===== src/rtl/strb_down_conv_lane_prio_enc.sv =====
// strb_down_conv lowest-set-bit priority encoder.
// Picks the next pending lane and flags when it is the only lane left.
module lane_prio_enc #(
    parameter int W = 4
) (
    input  logic [W-1:0] req,
    output logic [W-1:0] onehot,
    output logic         single
);

    // Two's-complement trick isolates the lowest set bit.
    assign onehot = req & (~req + W'(1));

    // Exactly one bit set: non-zero and clearing the lowest bit leaves zero.
    assign single = (req != '0) && ((req & (req - W'(1))) == '0);

endmodule


===== src/rtl/strb_down_conv.sv =====
// strb_down_conv: strobe-aware wide-to-narrow stream converter.
// Empty lanes are skipped so sparse words compact into dense beats.
module strb_down_conv #(
    parameter int DIN_WIDTH  = 32,
    parameter int DOUT_WIDTH = 8
) (
    input  logic                    clk,
    input  logic                    rstn,
    input  logic                    cen,
    input  logic [DIN_WIDTH-1:0]    din,
    input  logic [DIN_WIDTH/8-1:0]  din_strb,
    input  logic                    din_last,
    input  logic                    din_valid,
    output logic                    din_ready,
    output logic [DOUT_WIDTH-1:0]   dout,
    output logic [DOUT_WIDTH/8-1:0] dout_strb,
    output logic                    dout_last,
    output logic                    dout_valid,
    input  logic                    dout_ready
);

    localparam int RATIO     = DIN_WIDTH / DOUT_WIDTH;
    localparam int LANE_STRB = DOUT_WIDTH / 8;
    localparam int IN_STRB   = DIN_WIDTH / 8;

    // Illegal width combinations stop elaboration.
    if ((DIN_WIDTH % 8) != 0 || (DOUT_WIDTH % 8) != 0 ||
        DIN_WIDTH <= DOUT_WIDTH ||
        (DIN_WIDTH % DOUT_WIDTH) != 0) begin : g_bad_params
        $error("strb_down_conv: illegal DIN_WIDTH/DOUT_WIDTH");
    end

    logic [DIN_WIDTH-1:0]  data_q;
    logic [IN_STRB-1:0]    strb_q;
    logic                  last_q;
    logic [RATIO-1:0]      mask_q;

    logic [RATIO-1:0]      sel_oh;
    logic                  single;
    logic [RATIO-1:0]      load_mask;
    logic [DOUT_WIDTH-1:0] sel_data;
    logic [LANE_STRB-1:0]  sel_strb;
    logic                  in_acc;
    logic                  out_acc;

    lane_prio_enc #(
        .W (RATIO)
    ) u_prio (
        .req    (mask_q),
        .onehot (sel_oh),
        .single (single)
    );

    // Pending mask for an incoming word; an empty last word keeps lane 0.
    always_comb begin
        load_mask = '0;
        for (int k = 0; k < RATIO; k++) begin
            load_mask[k] = |din_strb[k*LANE_STRB +: LANE_STRB];
        end
        if (!(|din_strb) && din_last) begin
            load_mask = RATIO'(1);
        end
    end

    // Route the selected lane's data and strobes to the output.
    always_comb begin
        sel_data = '0;
        sel_strb = '0;
        for (int k = 0; k < RATIO; k++) begin
            if (sel_oh[k]) begin
                sel_data |= data_q[k*DOUT_WIDTH +: DOUT_WIDTH];
                sel_strb |= strb_q[k*LANE_STRB +: LANE_STRB];
            end
        end
    end

    assign dout_valid = |mask_q;
    assign dout       = sel_data;
    assign dout_strb  = sel_strb;
    assign dout_last  = last_q & single;

    assign din_ready  = cen & ((mask_q == '0) | (single & dout_ready));
    assign in_acc     = din_valid & din_ready;
    assign out_acc    = dout_valid & dout_ready & cen;

    // Holding register: a new word replaces a retiring last lane.
    always_ff @(posedge clk) begin
        if (!rstn) begin
            data_q <= '0;
            strb_q <= '0;
            last_q <= 1'b0;
            mask_q <= '0;
        end else if (in_acc) begin
            data_q <= din;
            strb_q <= din_strb;
            last_q <= din_last;
            mask_q <= load_mask;
        end else if (out_acc) begin
            mask_q <= mask_q & ~sel_oh;
        end
    end

endmodule


===== config.mk =====
export PLATFORM = sky130hd
export DESIGN_NAME = strb_down_conv
export DESIGN_NICKNAME = d
export VERILOG_FILES = /design/src/rtl/strb_down_conv_lane_prio_enc.sv /design/src/rtl/strb_down_conv.sv
export SDC_FILE = /design/constraint.sdc
export NUM_CORES = 1
export LEC_CHECK = 0
export ABC_AREA = 1
export BUFFER_PORTS_ARGS = -buffer_cell sky130_fd_sc_hd__buf_2
export CAP_MARGIN = 30
export CORE_MARGIN = 10
export CORE_UTILIZATION = 45
export DETAILED_ROUTE_END_ITERATION = 7
export GPL_TIMING_DRIVEN = 0
export MAX_ROUTING_LAYER = met4
export PLACE_DENSITY = 0.74
export SLEW_MARGIN = 20
export SYNTH_ARGS = -nofsm -noshare
export SYNTH_HDL_FRONTEND = slang
export SYNTH_SLANG_ARGS = --single-unit

===== constraint.sdc =====
create_clock -name clk -period 1.4 [get_ports clk]
set_input_delay 0.28 -clock clk [delete_from_list [all_inputs] [get_ports clk]]
set_output_delay 0.28 -clock clk [all_outputs]
set_load 0.01 [all_outputs]

# Word-level counts from Yosys, hierarchy flattened
# Index checks and enable logic that the tools add are counted.
[word_totals]
ff_bits = 41
in_bits = 42
output_inout_bits = 12
elab_cells = 44
[op_classes]
n_addsub = 2
muxes = 11
bitwise = 18
n_reduce_logical = 9
[ops]
columns = ["op", "count"]
rows = [
  ["8-bit 2-to-1 mux", 4],
  ["8-bit OR", 3],
  ["4-bit bitwise AND", 3],
  ["4-bit 2-to-1 mux", 3],
  ["4-bit zero test", 2],
  ["4-bit inverter", 2],
  ["4-bit OR reduction", 2],
  ["1-bit bitwise AND", 6],
  ["4-bit by 1-bit adder with 4-bit output (second input constant)", 1],
  ["1-bit 2-to-1 mux", 4],
  ["1-bit OR", 4],
  ["4-bit nonzero test", 1],
  ["4-bit by 1-bit subtractor with 4-bit output (second input constant)", 1],
  ["1-bit logical AND", 2],
  ["2-bit nonzero test", 1],
  ["1-bit zero test", 1],
]

# Longest topological paths before layout
# Gate-level depths: netlist of the first run.
[depth]
ltp_word = 10
ltp_mapped = 10
depth_no_buf = 9

# By module
# Synthesis of the first run repeated with hierarchy kept, for this count alone.
[hier_totals]
cells_unflattened = 268
area_unflattened_um2 = 1898.1
[by_module_without_submodules]
columns = ["module", "n_inst", "cells_each", "area_per_inst_um2", "seq_area_each_um2"]
rows = [
  ["strb_down_conv", 1, 251, 1816.7, 820.8],
  ["lane_prio_enc", 1, 17, 81.3, 0.0],
]

# Worst setup path after synthesis of the first run
# No wires, ideal clock.
[synth_path]
path_type = "flip-flop to output port"
from = "register mask_q[0]"
to = "output dout[0]"
arrival_time_ns = 1.136
required_time_ns = 1.120
setup_slack_ns = -0.016
path_stages_with_launch = 4
n_path_buf = 0
cell_sequence = "dfxtp_1 > nor3_1 > nand2_1 > o2111ai_1"
[synth_between]
elab_chain_len = 10
[synth_lines]
columns = ["item", "line", "source"]
rows = [
  ["start, declared", "strb_down_conv.sv:36", "logic [RATIO-1:0] mask_q;"],
  ["start signal, assigned", "strb_down_conv.sv:97", "mask_q <= load_mask;"],
  ["start signal, assigned", "strb_down_conv.sv:99", "mask_q <= mask_q & ~sel_oh;"],
  ["4-bit inverter", "strb_down_conv_lane_prio_enc.sv:12", "assign onehot = req & (~req + W'(1));"],
  ["4-bit by 1-bit adder with 4-bit output", "strb_down_conv_lane_prio_enc.sv:12", ""],
  ["4-bit bitwise AND (*)", "strb_down_conv_lane_prio_enc.sv:12", ""],
  ["8-bit 2-to-1 mux", "strb_down_conv.sv:70", "if (sel_oh[k]) begin"],
  ["8-bit OR", "strb_down_conv.sv:71", "sel_data |= data_q[k*DOUT_WIDTH +: DOUT_WIDTH];"],
  ["8-bit 2-to-1 mux", "strb_down_conv.sv:70", ""],
  ["8-bit OR", "strb_down_conv.sv:71", ""],
  ["8-bit 2-to-1 mux", "strb_down_conv.sv:70", ""],
  ["8-bit OR", "strb_down_conv.sv:71", ""],
  ["8-bit 2-to-1 mux (*)", "strb_down_conv.sv:70", ""],
  ["end, declared", "strb_down_conv.sv:15", "output logic [DOUT_WIDTH-1:0] dout,"],
]
# Mark *: on every way between the ends. The rest lies on a longest branch, timed or not.

# Worst setup path after layout of the first run
[layout_path]
from = "register mask_q[1]"
to = "output dout[6]"
[layout_between]
elab_chain_len = 8
[layout_lines]
columns = ["item", "line"]
rows = [
  ["4-bit inverter", "strb_down_conv_lane_prio_enc.sv:12"],
  ["4-bit by 1-bit adder with 4-bit output", "strb_down_conv_lane_prio_enc.sv:12"],
  ["4-bit bitwise AND (*)", "strb_down_conv_lane_prio_enc.sv:12"],
  ["8-bit 2-to-1 mux", "strb_down_conv.sv:70"],
  ["8-bit OR", "strb_down_conv.sv:71"],
  ["8-bit 2-to-1 mux", "strb_down_conv.sv:70"],
  ["8-bit OR", "strb_down_conv.sv:71"],
  ["8-bit 2-to-1 mux (*)", "strb_down_conv.sv:70"],
]
# Marks and branches as above.

==> results.json, run 1 <==
{
  "synth_edf_count": 0,
  "wire_per_inst_um": 15.7,
  "cpPeakStageDelay_ns": 0.36,
  "cts_tree": "done",
  "regArea_um2": 830,
  "stdcell_count": 370,
  "tightest_slew_ns": 0.666,
  "cts_buffers": 5,
  "slowest_stage": "dfxtp_4",
  "clock-sinks": 41,
  "setup_slack_ns": -0.324,
  "synth_most_common_cell": "nor2_1",
  "drt_iter0_drc": 126,
  "firstDrtPassIters": 4,
  "synthSimpleGateAreaFrac_pct": 27.1,
  "setup_viol": 53,
  "finalHoldViolations": 0,
  "synth-seq-area-share_pct": 46.0,
  "viasPerCell": 5.23,
  "crit_fanout": 9,
  "portBuffers": 53,
  "yosys.area.top_type_share_pct": 46.0,
  "core_um2": 3740,
  "p_total_uw": 2910,
  "grt_pass1_vias": 2008,
  "criticalPathCategory": "reg -> out",
  "die_w_um": 83.0,
  "cp-end-kind": "output port",
  "initial_core_util_pct": 47.7,
  "synth-main-ff-cell": "dfxtp_1",
  "final_util_pct": 72.7,
  "gr-total-overflow": 0,
  "path_cells": "buf_4 > nor3_4 > buf_12 > nand2_1 > o2111ai_1 > buf_2",
  "nets": 364,
  "period_needed_ns": 1.72,
  "synth_top_family_by_area": "simple AND/OR/NAND/NOR gates",
  "synth_fa_ha_area_share_pct": 0,
  "skew_ns": 0.00627,
  "syn2layout_area_growth_pct": 52.6,
  "antenna_found_initial": 0,
  "remaining_drc_errors": 0,
  "cap_viol_max_count": 0,
  "multiInputGateArea_um2": 1030,
  "grt_usage_pct": 16.9,
  "p_leak_uw": 0.00117,
  "yosysTopAreaCell": "dfxtp_1",
  "detailroute.via_count": 1934,
  "critPathLaunchType": "flip-flop",
  "place_hpwl_um": 3830,
  "rsz0062_at_grt": "yes",
  "synthMuxAreaShare_pct": 0,
  "status": "complete, but fails checks",
  "cts_root_buffer": "clkbuf_8",
  "avgSynthCellArea_um2": 7.19,
  "rows": 22,
  "fp.dieH_um": 83.0,
  "cp_data_arrival_time_ns": 1.44,
  "synthDistinctLibCells": 22,
  "grt_pass1_wl_um": 9500,
  "yosys_register_bits": 41,
  "placed_cell_area_um2": 2110,
  "timing.slew.headroom_pct": 55.6,
  "fmaxAchievable_ghz": 0.580,
  "dpl.cell_count": 349,
  "period_share_pct": 123,
  "dp_slack_ns": -0.234,
  "cts_max_level": 2,
  "fill_cells": 312,
  "synthesis.nets": 290,
  "ios": 54,
  "ir_drop_mv": 0.644,
  "clk-insertion-delay-late_ns": 0.30,
  "hp-class": "in -> reg",
  "synth_area_leaders": "dfxtp_1 (46%), nor2_1 (12%), o21ai_0 (9.3%)",
  "yosysWarnings": 0,
  "p_per_area_nw_per_um2": 1070,
  "violations": "setup timing",
  "layout-drive-gt1-share_pct": 43.5,
  "grt_max_degree": 12,
  "synth_compound_area_share_pct": 18.6,
  "synth_cells": 248,
  "maxSlewViolCount": 0,
  "synth_common_cells": "nor2_1 (55), dfxtp_1 (41), nand2_1 (34)",
  "dieArea_um2": 6880,
  "synth_area_um2": 1780,
  "clock_path_buffers": 2,
  "worstPathRequired_ns": 1.12,
  "gp_congestion": 0.850,
  "clkTransAtPathRegs_ns": 0.07,
  "synthXorXnorAreaFrac_pct": 0,
  "insertedDiodeCount": 0,
  "async_flop_share_pct": 0,
  "stdcell_area_um2": 2720,
  "postRouteAntennaNets": 0,
  "drt-total-wl_um": 5820
}
[layer usage]
layer / track usage (%) / up-vias / part of all wire [%]
li1: - / 966 / -
met4: 7.54 / 0 / 1.9
met3: 3.71 / 10 / 7.9
met1: 20.0 / 884 / 40
met2: 26.8 / 74 / 50
met5: - / - / 0
[final timing paths]
kind | start | to | slack [ns] | cells past startpoint
worst max-delay path | mask_q[1] | dout[6] | -0.32 | 6
worst min-delay path | din[5] | data_q[5] | 0.22 | 3
worst max register to register | mask_q[1] | data_q[31] | -0.31 | 11
worst min register to register | data_q[27] | data_q[27] | 0.46 | 2
[cell families (layout without fill, tap and decap cells)]
family	Yosys count	in the layout
flip-flops	41	41
AO/OA/AOI/OAI	59	59
buffers and inverters	33	107
AND/OR/NAND/NOR	115	115
[sequential cells by signal (all words and copies together), names as in the netlist]
| name | count |
|---|---|
| last_q | 1 |
| data_q | 32 |
| mask_q | 4 |
| strb_q | 4 |
[area by class of cell]
class	count	area share, %
repair buffers	67	18.0
flip-flops and latches	41	30.5
clock buffers	7	3.17
inverters	21	3.49
multi-input cells	174	37.7
well taps	48	2.21
plain buffers	12	4.96
[critical path, delay by kind of cell (launching register included)]
family,cells,cell delay (ns)
AO/OA/AOI/OAI,1,0.08
buffers and inverters,3,0.46
flip-flops,1,0.36
AND/OR/NAND/NOR,2,0.24
[timing repair]
action | CTS | global route
hold buffers | 0 | 0
cloned | 3 | 0
setup endpoints to repair | 53 | 53
gates resized for setup | 89 | 35
setup buffers | 8 | 3
pin swaps | 11 | 0
[report_power, final]
group	switching (uW)	internal (uW)	total, uW
sequential	62.2	1270	1340
combinational	415	382	797
clock	387	391	778
total	864	2050	2910
[cells in the final DEF, fill, tap and decap left out, drive strengths merged]
| cell | synthesis | final |
|---|---|---|
| nand3 | 18 | 18 |
| nor3 | 1 | 1 |
| nor2 | 58 | 58 |
| o2111ai | 9 | 9 |
| o21ai | 34 | 34 |
| nand2 | 37 | 37 |
| nor4 | 1 | 1 |
| clkinv | 1 | 2 |
| buf | 6 | 74 |
| inv | 20 | 19 |
| a21oi | 15 | 15 |
| clkbuf | 6 | 12 |
| dfxtp | 41 | 41 |
| o21bai | 1 | 1 |
[metrics by stage]
stage,hold slack (ns),setup TNS (ns)
2_1_floorplan,0.418,-0.0553
3_3_place_gp,0.442,-6.41
3_5_place_dp,0.445,-7.40
4_1_cts,0.218,-10.46
5_1_grt,0.228,-15.68
6_report,0.217,-11.59
(Power assumes the default switching activity.)
==> run 2: changes to the inputs <==
--- a/config.mk
+++ b/config.mk
@@ -5,15 +5,15 @@
 export SDC_FILE = /design/constraint.sdc
 export NUM_CORES = 1
 export LEC_CHECK = 0
-export ABC_AREA = 1
 export BUFFER_PORTS_ARGS = -buffer_cell sky130_fd_sc_hd__buf_2
 export CAP_MARGIN = 30
 export CORE_MARGIN = 10
-export CORE_UTILIZATION = 45
+export CORE_UTILIZATION = 47
 export DETAILED_ROUTE_END_ITERATION = 7
 export GPL_TIMING_DRIVEN = 0
 export MAX_ROUTING_LAYER = met4
-export PLACE_DENSITY = 0.74
+export PLACE_DENSITY = 0.75
+export SKIP_LAST_GASP = 1
 export SLEW_MARGIN = 20
 export SYNTH_ARGS = -nofsm -noshare
 export SYNTH_HDL_FRONTEND = slang
==> run 2 against run 1 <==
Against the previous run:
- the flow still finishes with violations (setup timing)
- largest power group unchanged
- setup slack lost 0.081 ns
- count of clock-buffer cells in the layout shrank 2
- cell count shrank 2.7%
==> results.json, run 2 <==
{
  "die_w_um": 85.4,
  "dp_slack_ns": -0.276,
  "postRouteAntennaNets": 0,
  "critPathLaunchType": "flip-flop",
  "r2r_end": "mask_q[3]",
  "cts_tree": "done",
  "hp-start": "din[25]",
  "synth_edf_count": 0,
  "hold_depth": 3,
  "synth_common_cells": "nand2_1 (83), dfxtp_1 (41), mux2i_1 (37)",
  "worstPathRequired_ns": 1.12,
  "criticalPathCategory": "reg -> out",
  "p_per_area_nw_per_um2": 1130,
  "async_flop_share_pct": 0,
  "synth_area_um2": 2010,
  "slowest_stage": "dfxtp_4",
  "grt_pass1_vias": 2011,
  "period_needed_ns": 1.80,
  "synth_area_leaders": "dfxtp_1 (41%), mux2i_1 (18%), nand2_1 (15%)",
  "hp-class": "in -> reg",
  "hold_path_end": "data_q[25]",
  "synthesis.nets": 280,
  "cpPeakStageDelay_ns": 0.39,
  "initial_core_util_pct": 49.6,
  "synthDistinctLibCells": 32,
  "tightest_slew_ns": 0.509,
  "reg2reg_from": "mask_q[2]",
  "layout-drive-gt1-share_pct": 33.9,
  "fp.dieH_um": 85.4,
  "gr-total-overflow": 0,
  "yosysTopAreaCell": "dfxtp_1",
  "avgSynthCellArea_um2": 8.45,
  "viasPerCell": 5.45,
  "detailroute.via_count": 1962,
  "clock-sinks": 41,
  "timing.slew.headroom_pct": 66.1,
  "r2r_cells": 6,
  "setup_slack_ns": -0.404,
  "postCtsHoldBufs": 0,
  "cts_root_buffer": "clkbuf_8",
  "firstDrtPassIters": 4,
  "maxSlewViolCount": 0,
  "drt_iter0_drc": 168,
  "period_share_pct": 129,
  "rsz0062_at_grt": "yes",
  "ir_drop_mv": 1.02,
  "clock_path_buffers": 2,
  "drt-total-wl_um": 6130,
  "yosys.area.top_type_share_pct": 40.8,
  "rrSetupSlack_ns": -0.26,
  "final_cell_mix": "nand2_1 (83), buf_2 (53), mux2i_1 (37), dfxtp_1 (37)",
  "cp_data_arrival_time_ns": 1.52,
  "reg.largest.list": "data_q (32), mask_q (4), strb_q (4)",
  "p_leak_uw": 0.00124,
  "dieArea_um2": 7290,
  "layout_commonest_cell": "nand2_1",
  "cap_viol_max_count": 0,
  "core_um2": 4060,
  "setup_viol": 53,
  "syn2layout_area_growth_pct": 41.0,
  "largest_reg_flops": 32,
  "synth-seq-area-share_pct": 40.8,
  "antenna_found_initial": 0,
  "skew_ns": 0.00617,
  "grt_max_degree": 14,
  "grt_pass1_wl_um": 9450,
  "synth_cells": 238,
  "insertedDiodeCount": 0,
  "gp_congestion": 0.819,
  "multiInputGateArea_um2": 1130,
  "violations": "setup timing",
  "remaining_drc_errors": 0,
  "p_total_uw": 3210,
  "portBuffers": 52,
  "regArea_um2": 836,
  "cts_buffers": 5,
  "cts_max_level": 2,
  "hold_ws_ns": 0.216,
  "wire_per_inst_um": 17.0,
  "status": "complete, but fails checks",
  "cp-end-kind": "output port",
  "clkTransAtPathRegs_ns": 0.09,
  "synth-main-ff-cell": "dfxtp_1",
  "yosysWarnings": 0,
  "grt_usage_pct": 16.2,
  "path_cells": "nor2_4 > and3_4 > buf_8 > a221o_1 > buf_2",
  "top_register": "data_q",
  "yosys_register_bits": 41,
  "synth_most_common_cell": "nand2_1",
  "rows": 23,
  "fill_cells": 321,
  "fmaxAchievable_ghz": 0.554,
  "nets": 351,
  "finalHoldViolations": 0,
  "ios": 54,
  "place_hpwl_um": 3920,
  "crit_fanout": 5,
  "clk-insertion-delay-late_ns": 0.30
}
run 2: cell types whose count changed after synthesis, sizes merged, moves of 8 or more:
cell     delta
inv        -15
clkbuf      +8
nand2      +46
nand3      -10
nor2       -55
o2111ai     -8
a21oi       -8
mux2i      +37
a221o       +9
o21ai      -32
run 2: cell families after synthesis:
kind of cell / after synthesis / share of synthesized area [%]
flip-flops: 41 / 40.8
AND/OR/NAND/NOR: 101 / 20.4
buffers and inverters: 25 / 6.60
AO/OA/AOI/OAI: 32 / 12.8
multiplexers: 37 / 18.4
XOR/XNOR: 1 / 0.436
adder cells (fa/ha/maj): 1 / 0.560
run 2: repair_timing:
item | in CTS | in global routing
cloned | 2 | 4
buffers inserted | 4 | 5
endpoints found under the hold margin | 0 | 0
setup endpoints to repair | 53 | 53
pin swaps | 7 | 10
gates resized for setup | 15 | 35
run 2: routing by layer:
| metal | GRT usage [%] | share of wire (%) | vias to the layer above |
|---|---|---|---|
| li1 | - | - | 959 |
| met1 | 19.3 | 44 | 936 |
| met2 | 26.4 | 50 | 61 |
| met3 | 4.30 | 5.8 | 6 |
| met4 | 4.04 | 0.69 | 0 |
| met5 | - | 0 | - |
run 2: critical path: cells and delay by family (launching register included):
| kind | cells | cell delay (ns) |
|---|---|---|
| AOI/OAI and AO/OA | 1 | 0.32 |
| buffers and inverters | 2 | 0.28 |
| and+or+nand+nor | 2 | 0.24 |
| DFF | 1 | 0.39 |
run 2: power by group:
group | switching [uW] | internal, uW | total (uW) | leakage [uW]
Sequential | 64.2 | 1260 | 1320 | 0.000339
Combinational | 347 | 406 | 753 | 0.000836
Clock | 427 | 709 | 1140 | 0.0000681
Total | 838 | 2370 | 3210 | 0.00124
run 2: worst max-delay path by stage:
stage,depth (start not counted),startpoint,slack (ns),end
after floorplan,6,mask_q[3],-0.03,mask_q[3]
after detailed placement,6,mask_q[1],-0.28,dout[6]
after global routing,5,mask_q[1],-0.44,dout[5]
after global placement,6,mask_q[1],-0.26,dout[6]
after CTS,6,mask_q[1],-0.47,dout[5]
final,5,mask_q[1],-0.40,dout[2]
run 2: per-stage QoR:
step                      instance area (um2)  instances  TNS, ns  utilization [%]
after floorplan                          2040        238   -0.375                -
after global placement                   2370        340    -6.91             58.3
after detailed placement                 2370        340    -9.71             58.3
after CTS                                2620        354   -12.95             64.6
after global routing                     2840        360   -15.61             69.9
final                                    2840        360   -11.48             69.9
run 2: final cells by class:
cell class	count	area share [%]
clock buffer	5	2.43
multi-input combinational	172	39.8
clock inverter	3	2.29
sequential	41	29.5
timing repair buffer	66	17.0
inverter	5	0.927
tap	50	2.21
buffer	18	5.78
